**config.mk**
```make
export PLATFORM = sky130hd
export DESIGN_NAME = noc_rr_arbiter
export DESIGN_NICKNAME = d
export VERILOG_FILES = /design/src/rtl/noc_rr_arbiter.sv
export SDC_FILE = /design/constraint.sdc
export NUM_CORES = 1
export LEC_CHECK = 0
export BUFFER_PORTS_ARGS = -buffer_cell sky130_fd_sc_hd__clkbuf_2
export CORE_UTILIZATION = 35
export CTS_CLUSTER_SIZE = 20
export DETAILED_ROUTE_END_ITERATION = 10
export GPL_ROUTABILITY_DRIVEN = 0
export PLACE_DENSITY = 0.59
export SYNTH_ARGS = -nofsm -noshare
export SYNTH_HDL_FRONTEND = slang
export SYNTH_SLANG_ARGS = --single-unit
```
**constraint.sdc**
```tcl
create_clock -name clk -period 2.5 [get_ports clk]
set_input_delay 0.125 -clock clk [delete_from_list [all_inputs] [get_ports clk]]
set_output_delay 0.125 -clock clk [all_outputs]
set_load 0.005 [all_outputs]
```
**src/rtl/noc_rr_arbiter.sv**
```systemverilog
// Round-robin arbiter for one NoC output port: rotating priority, grant locked for a
// whole packet, with registered one-hot and binary grant outputs.
module noc_rr_arbiter #(
  parameter int N = 4,
  parameter int M = 2
) (
  input  logic         clk,
  input  logic         rst,
  input  logic [N-1:0] req,
  input  logic         out_ready,
  input  logic         out_last,
  output logic [N-1:0] gnt,
  output logic [M-1:0] gnt_idx,
  output logic         gnt_valid
);

  typedef enum logic {IDLE, LOCKED} state_t;

  state_t       state, state_nxt;
  logic [M-1:0] ptr, ptr_nxt;
  logic [N-1:0] gnt_nxt;
  logic [M-1:0] idx_nxt;
  logic         valid_nxt;

  logic         pick_found;
  logic [M-1:0] pick_idx;
  logic [N-1:0] pick_gnt;
  logic [N-1:0] probe;
  int           cand;
  logic         release_pkt;

  assign release_pkt = out_ready && out_last;

  // Rotating search from ptr; candidates wrap at N-1, so codes >= N never appear.
  always_comb begin
    pick_found = 1'b0;
    pick_idx   = '0;
    pick_gnt   = '0;
    probe      = '0;
    cand       = 0;
    for (int k = 0; k < N; k++) begin
      cand = int'(ptr) + k;
      if (cand >= N) cand = cand - N;
      probe = N'(1) << cand;
      if (!pick_found && ((req & probe) != '0)) begin
        pick_found = 1'b1;
        pick_idx   = M'(cand);
        pick_gnt   = probe;
      end
    end
  end

  always_ff @(posedge clk or posedge rst) begin
    if (rst) begin
      state     <= IDLE;
      ptr       <= '0;
      gnt       <= '0;
      gnt_idx   <= '0;
      gnt_valid <= 1'b0;
    end else begin
      state     <= state_nxt;
      ptr       <= ptr_nxt;
      gnt       <= gnt_nxt;
      gnt_idx   <= idx_nxt;
      gnt_valid <= valid_nxt;
    end
  end

  always_comb begin
    state_nxt = state;
    case (state)
      IDLE:    if (pick_found) state_nxt = LOCKED;
      LOCKED:  if (release_pkt) state_nxt = IDLE;
      default: state_nxt = IDLE;
    endcase
  end

  // Registered output values; requests are ignored entirely while a packet is locked.
  always_comb begin
    gnt_nxt   = gnt;
    idx_nxt   = gnt_idx;
    valid_nxt = gnt_valid;
    ptr_nxt   = ptr;
    case (state)
      IDLE: begin
        if (pick_found) begin
          gnt_nxt   = pick_gnt;
          idx_nxt   = pick_idx;
          valid_nxt = 1'b1;
        end else begin
          gnt_nxt   = '0;
          idx_nxt   = '0;
          valid_nxt = 1'b0;
        end
      end
      LOCKED: begin
        if (release_pkt) begin
          gnt_nxt   = '0;
          idx_nxt   = '0;
          valid_nxt = 1'b0;
          ptr_nxt   = (gnt_idx == M'(N - 1)) ? '0 : gnt_idx + M'(1);
        end
      end
      default: begin
        gnt_nxt   = '0;
        idx_nxt   = '0;
        valid_nxt = 1'b0;
      end
    endcase
  end

endmodule

```
# After elaboration in Yosys (flattened, before gate mapping)
# Index checks and enable logic that the tools add are counted.
# word_totals
output_inout_bits	7
ff_bits	10
inputBits	8
word_cells	68
# classes
eq_ne	2
reduce_logical	12
n_shift	4
muxes	28
n_lt_le_gt_ge	4
bitwise	5
add_sub_neg	8
# op_table
op	n
32-bit two-way mux	4
1-bit by 32-bit << shifter with 4-bit output, first input constant	4
4-bit two-way mux	6
4-bit AND	4
4-bit nonzero test	4
2-bit two-way mux	7
3-bit by 3-bit subtractor with 4-bit output, second input constant	3
3-bit greater-or-equal comparator, second input constant	3
4-bit case mux with 2 select lines	1
1-bit two-way mux	7
2-bit by 2-bit adder with 3-bit output, second input constant	2
1-bit logical AND	4
1-bit case mux with 2 select lines	2
2-bit case mux with 2 select lines	1
2-bit by 3-bit subtractor with 4-bit output, second input constant	1
2-bit by 1-bit adder with 3-bit output, second input constant	1
2-bit by 3-bit greater-or-equal comparator with 1-bit output, second input constant	1
1-bit zero test	3
2-bit by 1-bit adder with 2-bit output, second input constant	1
2-bit equality test, second input constant	1
2-bit by 1-bit inequality test with 1-bit output, second input constant	1
2-bit AND reduction	1
1-bit inverter	1

# Longest topological paths before layout
# depth
word_depth	17
mapped_depth	9
depth_no_buf	7

# Least setup slack after synthesis
# No wires, ideal clock.
# synth_timing
kind	reg2reg
start	register ptr[0]
end	register gnt[0]
synth_period_minus_slack_ps	2101
path_slack_ps	399
required_time_ps	2367
setup_time_ps	133
stages_incl_launch_ff	10
arrival_ps	1969
n_path_buf	2
cell_sequence	dfrtp_1 inv_1 ha_1 buf_6 a22o_1 or2_1 buf_6 and4_1 a2111oi_1 o31ai_2
# synth_between
elab_chain_len	17
word_cells_on_any_way	43
cone_classes	7 x add/sub; 4 x order compare; 4 x shift; 14 x mux; 4 x bitwise; 10 x reduce/logical
# synth_rtl
element	line	rtl
start, declared	20	logic [M-1:0] ptr, ptr_nxt;
start signal, assigned	62	ptr <= ptr_nxt;
branches (longest 15 deep; another with 3-bit by 3-bit subtractor with 4-bit output)	--	
4-bit two-way mux *	86	if (pick_found) begin
4-bit case mux with 2 select lines *	84	case (state)
end signal, assigned	63	gnt <= gnt_nxt;
end, declared	12	output logic [N-1:0] gnt,
# Every way passes the cells marked *.
# A chain may end at the register's enable or synchronous reset.

# Final worst setup path
# layout_timing
start	register ptr[1]
end	register gnt[0]
# Same word-level chain as after synthesis.

==> impl_results.md <==
* Initial antenna violation count at 0
* Worst Tran Pin Value at 0.867 ns
* Fin cells at 132
* Predominant post-synthesis flop cell: dfrtp_1
* Mapped Area at 848 sq um
* DR vias/cell at 5.77
* Register area share after synthesis at 29.5%
* DRC at 0
* Inst Count DP at 128
* Number of max-cap violations at 0
* Post-synth ARST share at 100%
* Reg2reg start: ptr[1]
* Worst setup path endpoint: gnt[0]
* R2r endpoint: gnt[0]
* Worst slew margin at 41.7%
* Critical path required time at 2.63 ns
* Die Width at 51.2 um
* Final setup viols at 0
* Vias post-DR at 761
* Pre-CTS setup slack at 0.202 ns
* CTS tree: built
* Largest net degree at the start of global routing at 13
* Routed Antenna Nets at 0
* Root buffer cell: clkbuf_4
* Post-DP HPWL at 1.45 mm
* Setup_tns at 0 ns
* Synth unique cells at 36
* Vias in the first global route at 746
* Area grow syn2layout at 13.4%
* Final WL at 1.91 mm
* Aggregate global-route resource usage at 16.2%
* Total CTS buffers at 3
* Status: finished, final reports clean
* Critical Path, Cell by Cell: inv_1 -> ha_1 -> a22o_1 -> or2_1 -> and4_1 -> a2111oi_1 -> o31ai_2
* Hold Path Class: primary input to flip-flop
* CTS H-Tree Depth at 1
* Max Freq at 0.428 GHz
* Slowest CP cell: dfrtp_1
* Most frequent cells in the layout: clkbuf_2 (14), nand2_1 (10), dfrtp_1 (10)
* Setup crit end kind: flip-flop
* Leak at 0.426 nW
* Initial Utilization at 37.6%
* Reg2Reg Setup Slack at 0.16 ns
* Most common cell after layout, fill and taps aside: clkbuf_2
* Peak supply drop at 0.576 mV
* Post-synthesis cell count at 88
* Clock skew at 0.00403 ns
* Clk sink count at 10
* Fin crit share at 93.5%
* Setup Fix Bufs, Post-CTS at 0
* Post-Syn Nets at 101
* Antenna Cells at 0
* Synth Register Bits at 10
* Fraction of layout cells with a size suffix above 1 at 26.9%
* Synth area leader: dfrtp_1
* Final Cell Area at 962 sq um
* Fin crit period at 2.34 ns
* # nets final at 119
* Ys Warns at 0
* Crit path launch: ptr[1]
* Gr ovfl total at 0
* Synth Area per Inst at 9.64 sq um
* Worst setup margin at 0.163 ns
* Arr. time, crit path at 2.47 ns
* Placed Area at 927 sq um
* IO buf count at 14
* Die ar. at 2620 sq um
* Max incr delay on CP at 0.41 ns
* Synth area leaders: dfrtp_1 (29%), ha_1 (7.4%), a22o_1 (6.2%), buf_6 (5.3%), nand2_1 (4.4%)
* EDFF count, synth at 0
* RSZ-0062 raised after global routing: false
* Fin. max-slew vios at 0
* Hold Startpoint: out_ready
* Clock transition at the registers of the reported paths at 0.06 ns
* Clk buf depth at 2
* Fin. Hold Viols at 0
* Reg2reg path depth at 7
* WL/cell at 14.4 um
* Post-Route Utilization at 42.7%
* Startpoint Class: flip-flop
* Area share of the largest cell type after synthesis at 29.5%
* Clk Latency, worst-skew pair at 0.26 ns
* Drt initial violations at 25
* Core Area at 2250 sq um
* First-pass GRT wire length at 3.24 mm
* Die height at 51.2 um
* Pwr dens at 1370 nW/um^2
* Crit path max fanout at 9
* Critical path class: flip-flop to flip-flop
* Boundary Pins at 15
* Row cnt at 17
* First-pass detailed-route iteration total at 5
## per-layer routing
| metal | up-vias | GRT usage [%] | share of wire, % |
|---|---|---|---|
| li1 | 375 | - | - |
| met1 | 366 | 21.0 | 50 |
| met2 | 18 | 27.0 | 46 |
| met3 | 2 | 0.893 | 3.4 |
| met4 | 0 | 8.11 | 0.52 |
| met5 | - | 0 | 0 |
## logic make-up (layout without fill, tap and decap cells)
logic type               Yosys count  count (layout)  share of synthesized area [%]
AO/OA/AOI/OAI                     34              34                           35.0
buffers and inverters             10              26                           7.96
multiplexers                       1               1                           1.33
XOR/XNOR                           1               1                           1.03
adder cells (fa/ha/maj)            5               5                           7.37
flip-flops                        10              10                           29.5
AND/OR/NAND/NOR                   27              27                           17.8
## synthesized netlist by cell type, types with 2 or more instances
cell / n
a2111oi_0: 2
a221o_1: 2
a221oi_1: 3
a221oi_2: 2
a22o_1: 6
a2bb2oi_1: 2
a31oi_1: 2
and4_1: 2
buf_6: 4
dfrtp_1: 10
ha_1: 5
inv_1: 5
nand2_1: 10
nand3_1: 3
nor2_1: 5
o21ai_1: 4
o31ai_1: 2
## what timing repair did
| item | CTS | global route |
|---|---|---|
| gates resized for setup | 0 | 1 |
| endpoints found under the hold margin | 10 | 0 |
| hold buffers | 1 | 0 |
| endpoints found under the setup margin | 0 | 2 |
## state kept, by name (all words and copies together) (netlist names)
| register | flops |
|---|---|
| gnt | 4 |
| gnt_idx | 2 |
| ptr | 2 |
| gnt_valid | 1 |
| state | 1 |
## critical path, delay by kind of cell (launching register included)
kind | cells | cell delay (ns)
AO/OA/AOI/OAI | 3 | 0.75
AND/OR/NAND/NOR | 2 | 0.61
flip-flops | 1 | 0.41
adder cells (fa/ha/maj) | 1 | 0.32
buffers and inverters | 1 | 0.12
## how the worst min path moves through the flow
stage               endpoint  slack [ns]  cells past startpoint
floorplan             gnt[0]       -0.03                      1
global placement      gnt[2]         0.1                      2
detailed placement    gnt[2]        0.11                      2
CTS                   ptr[0]        0.22                      3
global route          ptr[0]        0.23                      3
finish                ptr[0]        0.22                      3
## through the flow
stage          power, mW  hold slack [ns]
4_1_cts             1.32            0.217
6_report            1.32            0.222
2_1_floorplan       1.02          -0.0348
5_1_grt             1.43            0.231
3_5_place_dp        1.20            0.106
3_3_place_gp        1.19           0.0961
## final cells by class
type                    instances  area [sq um]
multi-input cells              68           533
well taps                      28          35.0
repair buffers                 18           103
flip-flops and latches         10           250
fillers                       236          1290
inverters                       5          18.8
clock buffers                   3          22.5
## power breakdown
group / internal [mW] / switching [mW] / total, mW
combinational: 0.412 / 0.516 / 0.928
sequential: 0.229 / 0.0541 / 0.283
clock: 0.0554 / 0.0500 / 0.105
total: 0.696 / 0.620 / 1.32
Note: power is estimated with default switching activity, not from simulation.
